[src/rtl/inst_constraint.sv]
// rtl/inst_constraint.sv - legality checker for fetched RV32 words in the SQED harness
module inst_constraint #(
    parameter int CNT_W = 16
) (
    input  logic             clk,
    input  logic             rst,
    input  logic [31:0]      instruction,
    output logic             legal,
    output logic [2:0]       inst_class,
    output logic             illegal_seen,
    output logic [CNT_W-1:0] illegal_count
);

    localparam logic [2:0] C_ILLEGAL = 3'd0;
    localparam logic [2:0] C_ALU_REG = 3'd1;
    localparam logic [2:0] C_ALU_IMM = 3'd2;
    localparam logic [2:0] C_MUL     = 3'd3;
    localparam logic [2:0] C_LOAD    = 3'd4;
    localparam logic [2:0] C_STORE   = 3'd5;
    localparam logic [2:0] C_LUI     = 3'd6;

    localparam logic [CNT_W-1:0] CNT_ONE = {{(CNT_W-1){1'b0}}, 1'b1};
    localparam logic [CNT_W-1:0] CNT_MAX = {CNT_W{1'b1}};

    logic [6:0]       w_op;
    logic [4:0]       w_rd;
    logic [2:0]       w_f3;
    logic [4:0]       w_rs1;
    logic [4:0]       w_rs2;
    logic [6:0]       w_f7;
    logic             w_rd_ok;
    logic             w_rs1_ok;
    logic             w_rs2_ok;
    logic [2:0]       w_class;
    logic             r_seen;
    logic [CNT_W-1:0] r_count;

    assign w_op  = instruction[6:0];
    assign w_rd  = instruction[11:7];
    assign w_f3  = instruction[14:12];
    assign w_rs1 = instruction[19:15];
    assign w_rs2 = instruction[24:20];
    assign w_f7  = instruction[31:25];

    // Original subset only touches x0..x15, so bit 4 of every used field must be clear.
    assign w_rd_ok  = ~w_rd[4];
    assign w_rs1_ok = ~w_rs1[4];
    assign w_rs2_ok = ~w_rs2[4];

    always_comb begin
        w_class = C_ILLEGAL;
        case (w_op)
            7'b0110011: begin
                if (w_rd_ok && w_rs1_ok && w_rs2_ok) begin
                    if (w_f7 == 7'b0000000)
                        w_class = C_ALU_REG;
                    else if (w_f7 == 7'b0100000 && (w_f3 == 3'b000 || w_f3 == 3'b101))
                        w_class = C_ALU_REG;
                    else if (w_f7 == 7'b0000001 && !w_f3[2])
                        w_class = C_MUL;
                end
            end
            7'b0010011: begin
                if (w_rd_ok && w_rs1_ok) begin
                    if (w_f3 == 3'b001) begin
                        if (w_f7 == 7'b0000000)
                            w_class = C_ALU_IMM;
                    end else if (w_f3 == 3'b101) begin
                        if (w_f7 == 7'b0000000 || w_f7 == 7'b0100000)
                            w_class = C_ALU_IMM;
                    end else begin
                        w_class = C_ALU_IMM;
                    end
                end
            end
            // Base x0 with imm[11:5]=0 confines LW/SW to data words 0..31.
            7'b0000011: begin
                if (w_f3 == 3'b010 && w_rs1 == 5'd0 && w_f7 == 7'd0 && w_rd_ok)
                    w_class = C_LOAD;
            end
            7'b0100011: begin
                if (w_f3 == 3'b010 && w_rs1 == 5'd0 && w_f7 == 7'd0 && w_rs2_ok)
                    w_class = C_STORE;
            end
            7'b0110111: begin
                if (w_rd_ok)
                    w_class = C_LUI;
            end
            default: w_class = C_ILLEGAL;
        endcase
    end

    assign inst_class = w_class;
    assign legal      = (w_class != C_ILLEGAL);

    always_ff @(posedge clk) begin
        if (rst) begin
            r_seen  <= 1'b0;
            r_count <= '0;
        end else if (!legal) begin
            r_seen <= 1'b1;
            if (r_count != CNT_MAX)
                r_count <= r_count + CNT_ONE;
        end
    end

    assign illegal_seen  = r_seen;
    assign illegal_count = r_count;

endmodule

[config.mk]
export PLATFORM = sky130hd
export DESIGN_NAME = inst_constraint
export DESIGN_NICKNAME = d
export VERILOG_FILES = /design/src/rtl/inst_constraint.sv
export SDC_FILE = /design/constraint.sdc
export NUM_CORES = 1
export LEC_CHECK = 0
export ABC_AREA = 1
export CORE_MARGIN = 10
export CORE_UTILIZATION = 45
export CTS_BUF_LIST = sky130_fd_sc_hd__clkbuf_2
export DETAILED_ROUTE_END_ITERATION = 7
export PLACE_DENSITY = 0.8
export SKIP_LAST_GASP = 1
export SYNTH_ARGS = -nofsm -noshare
export SYNTH_HDL_FRONTEND = slang
export SYNTH_SLANG_ARGS = --single-unit
[constraint.sdc]
create_clock -name clk -period 2.05 [get_ports clk]
set_clock_uncertainty 0.1 [all_clocks]
set_input_delay 0.41 -clock clk [delete_from_list [all_inputs] [get_ports clk]]
set_output_delay 0.41 -clock clk [all_outputs]
set_load 0.01 [all_outputs]
==> results of run 1 <==
-- report_power, final --
group	switching [mW]	total [mW]	leakage, nW	internal, mW
Clock	0.118	0.162	0.0164	0.0441
Combinational	0.0809	0.160	1.07	0.0789
Sequential	0.00725	0.345	0.138	0.337
Total	0.206	0.667	1.23	0.460
-- worst max path at each step --
stage,startpoint,to,slack [ns],cells after the start
final,instruction[2],legal,-0.0007,9
after global routing,instruction[2],legal,-0.08,9
after CTS,instruction[30],legal,0.0002,12
after detailed placement,instruction[6],legal,-0.82,9
after global placement,instruction[6],legal,-0.78,9
after floorplan,instruction[11],legal,0.26,9
-- registers in the layout (all words and copies together) (netlist names) --
name	flops
illegal_seen	1
illegal_count	16
-- layer usage --
layer | vias to the layer above | GRT usage (%) | part of all wire (%)
li1 | 1016 | - | -
met1 | 908 | 18.08 | 42
met2 | 59 | 28.37 | 50
met3 | 13 | 3.941 | 5.9
met4 | 0 | 5.376 | 2.2
met5 | - | 0 | 0
-- kinds of logic after synthesis --
| logic type | after synthesis | share of synthesized area [%] |
|---|---|---|
| DFF | 17 | 21.85 |
| buffers and inverters | 40 | 9.638 |
| adders and majority gates | 1 | 0.8031 |
| xor gates and xnor gates | 8 | 4.498 |
| and+or+nand+nor | 170 | 56.95 |
| AOI/OAI and AO/OA | 17 | 6.265 |
-- area by class of cell --
class                           count  area, µm²
Timing Repair Buffer               90      723.2
Clock buffer                        3      15.01
Multi-Input combinational cell    196       1186
Tap cell                           46      57.56
Fill cell                         274      863.3
Clock inverter                      1      5.005
Sequential cell                    17      340.3
Inverter                           39      146.4
-- placed cells by master, fill, tap and decap left out --
cell type | synthesis | layout
clkinv_2 | 0 | 1
clkdlybuf4s50_1 | 0 | 18
nand2_1 | 55 | 48
nor3_1 | 4 | 3
inv_1 | 36 | 29
buf_4 | 0 | 42
nor3_2 | 1 | 1
nor2_2 | 6 | 6
xnor2_1 | 1 | 1
a21oi_1 | 13 | 12
nand3b_1 | 1 | 1
o21ai_1 | 2 | 2
nand3_2 | 4 | 3
nand2_4 | 1 | 5
nor3_4 | 2 | 3
nand3_1 | 21 | 20
nand4_1 | 21 | 21
buf_6 | 0 | 5
nand2_2 | 4 | 7
dlygate4sd2_1 | 0 | 7
and3b_1 | 1 | 1
nand3_4 | 1 | 3
a31oi_1 | 1 | 1
nor2_4 | 5 | 10
ha_1 | 1 | 1
a21oi_4 | 1 | 1
dfxtp_1 | 17 | 17
clkdlybuf4s15_1 | 0 | 4
xor2_1 | 7 | 7
a21oi_2 | 0 | 1
clkbuf_2 | 0 | 5
nand4_4 | 0 | 1
buf_2 | 0 | 12
inv_2 | 3 | 10
nor4_1 | 3 | 3
nor2_1 | 39 | 34
-- worst reg2reg max path, delay by kind of cell, from the launching register on --
kind	cells	cell delay [ns]
fa+ha+maj	1	0.21
simple gates	10	0.97
flops	1	0.44
buf+inv	1	0.09
-- repair_timing --
item | in CTS | in global routing
gates resized for setup | 101 | 20
hold buffers | 0 | 0
endpoints found under the hold margin | 0 | 0
buffers inserted | 8 | 5
pin swaps | 28 | 21
endpoints found under the setup margin | 4 | 6
-- per-stage QoR --
stage	setup slack, ns	power, mW	instances	area (µm²)
floorplan	0.2610	0.4075	253	1558
CTS	0.0001900	0.6664	387	2405
finish	-0.0006588	0.6665	392	2474
global placement	-0.7755	0.5063	375	2305
global route	-0.08295	0.6990	392	2474
detailed placement	-0.8216	0.5101	375	2305
==> run_results.csv, run 1 <==
group,metric,value,unit
outcome,status,"complete, but fails checks",
outcome,violations,"setup timing",
synth,synth_area_per_cell,6.157,µm²
global_route,grt_pass1_wl,8.362,mm
global_route,antenna_found_initial,0,
floorplan,io_pins,55,
setup_path,arrival,1.54,ns
floorplan,core-area,3337,µm²
min_path,whs_path_depth,2,
drt,vias,1996,
floorplan,fp.dieH,78.84,µm
timing,finalSetupViolCount,1,
timing,worstMarginPinSlew,0.2943,ns
timing,tns,-0.0006588,ns
finish,synthToLayoutAreaGrowth,58.80,%
global_route,grt_remaining_overflow,0,
global_route,grt_max_degree,11,
timing,hold_slack,0.3791,ns
timing,slew_headroom,80.20,%
timing,min_period_over_period,100.0,%
placed_design,io_buffer_count,46,
synth,netlist.area_leader.share,21.85,%
setup_path,r2r-end,"illegal_count[3]",
clock_tree,cts_made_buffers,3,
setup_path,rrSetupSlack,0.16,ns
synth,yosysMostFrequentCell,"nand2_1",
floorplan,fp.dieW,78.84,µm
global_route,grt_usage,15.93,%
min_path,hp-start,"illegal_seen",
timing,fin_crit,2.051,ns
floorplan,num_rows,21,
clock_tree,cts_max_level,1,
drt,drc,0,
synth,ys.flop_type,"dfxtp_1",
setup_path,crit_fanout,3,
synth,synthesis.nets,288,
finish,fin_nets,382,
floorplan,dieArea,6215,µm²
setup_path,cp-end-kind,"primary output",
setup_path,cpPeakStageDelay,0.19,ns
synth,synth_top_area_cell,"dfxtp_1",
drt,routed_wl,5.139,mm
clock_tree,insertion_delay,0.33,ns
global_route,grt_pass1_vias,1898,
setup_path,cp_top_family,"simple AND/OR/NAND/NOR gates",
clock_tree,clockBufferDepth,2,
synth,synthTopCellsByArea,"dfxtp_1 (22%), nand2_1 (13%), nor2_1 (9.4%)",
synth,ys_types,28,
setup_path,crit_type,"in2out",
clock_tree,cts-root-buf,"clkbuf_2",
synth,yosysSeqAreaShare,21.85,%
timing,max_freq,487.6,MHz
synth,async_flop_share,0,%
pwr,p_per_area,269.4,nW/µm²
timing,drv_slew,0,
finish,drive_gt1_share,33.53,%
synth,yosys_warnings,0,
synth,synthTopCellsByCount,"nand2_1 (55), nor2_1 (39), inv_1 (36)",
min_path,holdCritPathClass,"reg2reg",
timing,rsz0062_at_grt,"true",
setup_path,cp_cell_sequence,"clkdlybuf4s15_1, nor2_2, nand3_1, inv_1, nand2_1, a21oi_2, nor2_4, nand2_2, buf_6",
timing,hold_viol_final,0,
drt,antenna_left,0,
pwr,ir_drop,0.2479,mV
setup_path,r2r.worst_path.cells,12,
setup_path,cp-start-kind,"input pin",
synth,ys_ff_latch,17,
synth,syn-cell-area,1558,µm²
pwr,leakage,1.225,nW
min_path,whs_endpoint,"illegal_seen",
placed_design,gp_congestion,0.8801,
finish,final_core_util,74.13,%
clock_tree,path_clk_slew,0.18,ns
placed_design,dp_hpwl,3.909,mm
drt,detail_route.iter0.violations,152,
timing,layout_setup_ws,-0.0006588,ns
setup_path,timing.critical_path.buf_inv,3,
setup_path,cp_slowest_cell,"clkdlybuf4s15_1",
run,max-cap-violations,0,
setup_path,cp.required,1.54,ns
drt,firstDrtPassIters,4,
floorplan,start_util,46.68,%
synth,synth_enable_flop_cells,0,
drt,wire_per_inst,13.11,µm
clock_tree,cts_sinks,17,
finish,insertedDiodeCount,0,
synth,synthCells,253,
setup_path,r2r_start,"illegal_count[1]",
drt,via_per_inst,5.092,
clock_tree,cts_tree,"done",
Note: power is estimated with default switching activity, not from simulation.
==> run 2, diff against run 1 <==
--- a/config.mk
+++ b/config.mk
@@ -10,6 +10,7 @@
 export CORE_UTILIZATION = 45
 export CTS_BUF_LIST = sky130_fd_sc_hd__clkbuf_2
 export DETAILED_ROUTE_END_ITERATION = 7
+export MAX_ROUTING_LAYER = met4
 export PLACE_DENSITY = 0.8
 export SKIP_LAST_GASP = 1
 export SYNTH_ARGS = -nofsm -noshare
==> run_results.csv, run 2 (synthesized netlist as in run 1, its figures left out) <==
group,metric,value,unit
finish,largest_reg_flops,16,
floorplan,core-area,3337,µm²
placed_design,io_buffer_count,46,
placed_design,dp_hpwl,3.909,mm
timing,drv_slew,0,
setup_path,arrival,1.54,ns
run,max-cap-violations,0,
timing,fin_crit,2.051,ns
timing,min_period_over_period,100.0,%
drt,routed_wl,5.140,mm
clock_tree,cts_tree,"done",
timing,slew_headroom,80.20,%
clock_tree,clockBufferDepth,2,
timing,worstMarginPinSlew,0.2943,ns
setup_path,crit_type,"in2out",
drt,wire_per_inst,13.11,µm
finish,insertedDiodeCount,0,
outcome,status,"complete, but fails checks",
timing,rsz0062_at_grt,"true",
pwr,p_per_area,269.4,nW/µm²
setup_path,cpPeakStageDelay,0.19,ns
global_route,grt_remaining_overflow,0,
min_path,holdCritPathClass,"reg2reg",
placed_design,dpl_worst_slack,-0.8216,ns
global_route,grt_pass1_vias,1899,
clock_tree,insertion_delay,0.33,ns
floorplan,fp.dieH,78.84,µm
clock_tree,cts_sinks,17,
finish,drive_gt1_share,33.53,%
drt,drc,0,
timing,max_freq,487.6,MHz
drt,firstDrtPassIters,4,
drt,vias,1998,
timing,hold_viol_final,0,
timing,tns,-0.0006588,ns
pwr,ir_drop,0.2481,mV
global_route,antenna_found_initial,0,
finish,layout_common_cells,"nand2_1 (48), buf_4 (42), nor2_1 (34)",
clock_tree,path_clk_slew,0.18,ns
global_route,grt_usage,16.39,%
pwr,fin_total_pwr,0.6664,mW
floorplan,fp.dieW,78.84,µm
floorplan,num_rows,21,
finish,fin_nets,382,
setup_path,crit_fanout,3,
finish,synthToLayoutAreaGrowth,58.80,%
floorplan,start_util,46.68,%
outcome,violations,"setup timing",
floorplan,dieArea,6215,µm²
floorplan,io_pins,55,
clock_tree,cts_max_level,1,
setup_path,cp.required,1.54,ns
clock_tree,cts_made_buffers,3,
timing,layout_setup_ws,-0.0006588,ns
clock_tree,hold_buffers,0,
finish,fillers,274,
clock_tree,cts-root-buf,"clkbuf_2",
global_route,grt_max_degree,11,
pwr,leakage,1.225,nW
placed_design,gp_congestion,0.8947,
drt,via_per_inst,5.097,
setup_path,cp_slowest_cell,"clkdlybuf4s15_1",
drt,antenna_left,0,
timing,hold_slack,0.3791,ns
setup_path,cp_cell_sequence,"clkdlybuf4s15_1, nor2_2, nand3_1, inv_1, nand2_1, a21oi_2, nor2_4, nand2_2, buf_6",
setup_path,cp-start-kind,"input pin",
finish,final_core_util,74.13,%
setup_path,cp-end-kind,"primary output",
timing,finalSetupViolCount,1,
finish,mostFrequentLayoutCell,"nand2_1",
drt,detail_route.iter0.violations,160,
global_route,grt_pass1_wl,8.355,mm
==> run 2: stage by stage <==
stage / cell area (µm²) / std cells
global route: 2474 / 392
finish: 2474 / 392
detailed placement: 2305 / 375
floorplan: 1558 / 253
CTS: 2405 / 387
global placement: 2305 / 375
==> run 2: worst paths after layout <==
path                    startpoint          endpoint  slack [ns]  cells past startpoint
hold / removal        illegal_seen      illegal_seen        0.38                      2
setup reg to reg  illegal_count[1]  illegal_count[3]        0.16                     12
setup / recovery    instruction[2]             legal     -0.0007                      9
hold reg to reg       illegal_seen      illegal_seen        0.38                      2
==> run 2: report_power, final <==
group | internal, mW | total (mW) | switching, mW
Clock | 0.0441 | 0.162 | 0.118
Combinational | 0.0789 | 0.160 | 0.0809
Sequential | 0.337 | 0.345 | 0.00722
Total | 0.460 | 0.666 | 0.206
==> run 2: final cells by class <==
type	instances	area (µm²)	area share, %
repair buffers	90	723.2	29.24
clock buffers	3	15.01	0.6070
multi-input cells	196	1186	47.95
inverters	39	146.4	5.918
well taps	46	57.56	2.327
clock inverters	1	5.005	0.2023
flip-flops and latches	17	340.3	13.76
==> run 2: worst max-delay path, delay by kind of cell <==
kind | cells | cell delay, ns
buffers and inverters | 3 | 0.40
and+or+nand+nor | 5 | 0.56
AOI/OAI and AO/OA | 1 | 0.16
==> run 2: what timing repair did <==
| item | in CTS | in global routing |
|---|---|---|
| setup endpoints to repair | 4 | 6 |
| gates resized for setup | 101 | 20 |
| pin swaps | 28 | 21 |
| cloned | 0 | 0 |
| setup buffers | 8 | 5 |
==> run 2: metal layers <==
layer | part of all wire (%) | wire [µm] | vias up | GRT usage [%]
met5 | 0 | 0 | - | -
met4 | 2.2 | 113 | 0 | 5.376
met3 | 4.8 | 247 | 13 | 3.041
met2 | 50 | 2575 | 59 | 28.37
met1 | 43 | 2203 | 909 | 18.60
li1 | - | - | 1017 | -
==> run 3, diff against run 2 <==
--- a/config.mk
+++ b/config.mk
@@ -7,12 +7,11 @@
 export LEC_CHECK = 0
 export ABC_AREA = 1
 export CORE_MARGIN = 10
-export CORE_UTILIZATION = 45
+export CORE_UTILIZATION = 30
 export CTS_BUF_LIST = sky130_fd_sc_hd__clkbuf_2
 export DETAILED_ROUTE_END_ITERATION = 7
+export GPL_ROUTABILITY_DRIVEN = 1
 export MAX_ROUTING_LAYER = met4
-export PLACE_DENSITY = 0.8
-export SKIP_LAST_GASP = 1
 export SYNTH_ARGS = -nofsm -noshare
 export SYNTH_HDL_FRONTEND = slang
 export SYNTH_SLANG_ARGS = --single-unit
==> run_results.csv, run 3 (synthesized netlist as in run 1, its figures left out) <==
group,metric,value,unit
outcome,status,"complete, no violations",
clock_tree,clockBufferDepth,2,
setup_path,arrival,1.47,ns
pwr,leakage,1.242,nW
finish,synthToLayoutAreaGrowth,65.86,%
timing,min_period_over_period,96.52,%
placed_design,dp_hpwl,4.059,mm
setup_path,crit_fanout,5,
clock_tree,cts_made_buffers,3,
clock_tree,cts_sinks,17,
timing,slew_headroom,75.51,%
drt,drc,0,
timing,fin_crit,1.979,ns
drt,detail_route.iter0.violations,72,
global_route,grt_max_degree,11,
pwr,fin_total_pwr,0.6845,mW
drt,via_per_inst,4.607,
timing,finalSetupViolCount,0,
clock_tree,cts_max_level,1,
finish,fillers,544,
drt,firstDrtPassIters,4,
timing,worstMarginPinSlew,0.3641,ns
timing,hold_viol_final,0,
finish,drive_gt1_share,39.49,%
setup_path,cp_slowest_cell,"nor2_4",
global_route,grt_pass1_vias,1996,
pwr,p_per_area,264.9,nW/µm²
finish,mostFrequentLayoutCell,"buf_4",
setup_path,cp-start-kind,"input pin",
finish,insertedDiodeCount,0,
setup_path,cp_top_family,"simple AND/OR/NAND/NOR gates",
clock_tree,insertion_delay,0.33,ns
finish,layout_common_cells,"buf_4 (52), nand2_1 (46), nor2_1 (30)",
global_route,grt_pass1_wl,8.742,mm
clock_tree,cts_tree,"done",
placed_design,dp.cells,406,
setup_path,timing.critical_path.buf_inv,3,
floorplan,num_rows,26,
drt,vias,1944,
floorplan,start_util,30.70,%
setup_path,cp-end-kind,"primary output",
setup_path,crit_type,"in2out",
setup_path,cp.required,1.54,ns
drt,wire_per_inst,12.39,µm
placed_design,io_buffer_count,46,
run,max-cap-violations,0,
timing,hold_slack,0.3628,ns
finish,largest_reg_flops,16,
setup_path,crit_top_cell,"nor2_4",
clock_tree,cts-root-buf,"clkbuf_2",
floorplan,io_pins,55,
drt,routed_wl,5.228,mm
global_route,grt_remaining_overflow,0,
min_path,holdCritPathClass,"reg2reg",
clock_tree,hold_buffers,0,
setup_path,cpPeakStageDelay,0.23,ns
floorplan,fp.dieH,92.06,µm
clock_tree,path_clk_slew,0.19,ns
finish,finalNonFillerCells,422,
setup_path,rrSetupSlack,0.22,ns
drt,antenna_left,0,
pwr,ir_drop,0.1612,mV
floorplan,fp.dieW,92.06,µm
floorplan,core-area,5075,µm²
setup_path,cp_cell_sequence,"buf_6, nor2_4, nand2_4, nor2_4, inv_2, nand2_2, nand2_4, nand3_4, nor2_4, nand2_2, buf_6",
timing,max_freq,505.4,MHz
timing,drv_slew,0,
floorplan,dieArea,8475,µm²
timing,tns,0,ns
placed_design,gp_congestion,0.8926,
finish,fin_nets,388,
global_route,grt_usage,12.47,%
global_route,antenna_found_initial,0,
-- run 3: changes by cell type in the layout (fill, tap and decap cells not counted), sizes merged --
cell | previous run | this run
clkdlybuf4s15 | 4 | 6
buf | 59 | 62
dlygate4sd2 | 7 | 0
clkbuf | 5 | 13
-- run 3: final timing paths --
path,cells past startpoint,end,from
min reg2reg,2,illegal_seen,illegal_seen
min,2,illegal_seen,illegal_seen
max,11,legal,instruction[30]
max reg2reg,12,illegal_count[7],illegal_count[0]
-- run 3: routing by layer --
metal / up-vias / part of all wire (%) / global-route usage [%] / routed length [µm]
met4: 0 / 1.5 / 3.599 / 80
met2: 31 / 47 / 20.53 / 2456
met1: 863 / 48 / 14.85 / 2505
met5: - / 0 / - / 0
met3: 9 / 3.6 / 2.771 / 186
li1: 1041 / - / - / -
-- run 3: final cells by class --
class / count / area, µm² / area share, %
clock buffer: 3 / 15.01 / 0.5811
clock inverter: 1 / 5.005 / 0.1937
inverter: 39 / 146.4 / 5.666
multi-input combinational: 196 / 1234 / 47.75
sequential: 17 / 340.3 / 13.17
tap: 70 / 87.58 / 3.390
timing repair buffer: 96 / 755.7 / 29.25
-- run 3: power by group --
group	internal (mW)	switching [mW]
registers	0.337	0.00408
logic	0.0891	0.0893
clock network	0.0442	0.120
total	0.471	0.214
-- run 3: timing repair --
action / 4_1_cts / 5_1_grt
endpoints found under the hold margin: 0 / 0
pin swaps: 29 / 31
resized for setup: 96 / 50
setup buffers: 11 / 1
endpoints found under the setup margin: 4 / 13
-- run 3: worst min-delay path: stages (launching register included) --
cell and delay (ns):
dfxtp_1 0.35, inv_1 0.05, a21oi_1 0.05
-- run 3: stage by stage --
stage	util, %	cell area [µm²]	setup slack (ns)
after floorplan	-	1558	0.2610
after global placement	47.04	2387	-0.7897
after detailed placement	47.04	2387	-0.8216
after CTS	49.98	2536	0.0002798
after global routing	50.91	2584	-0.008143
final	50.91	2584	0.07142
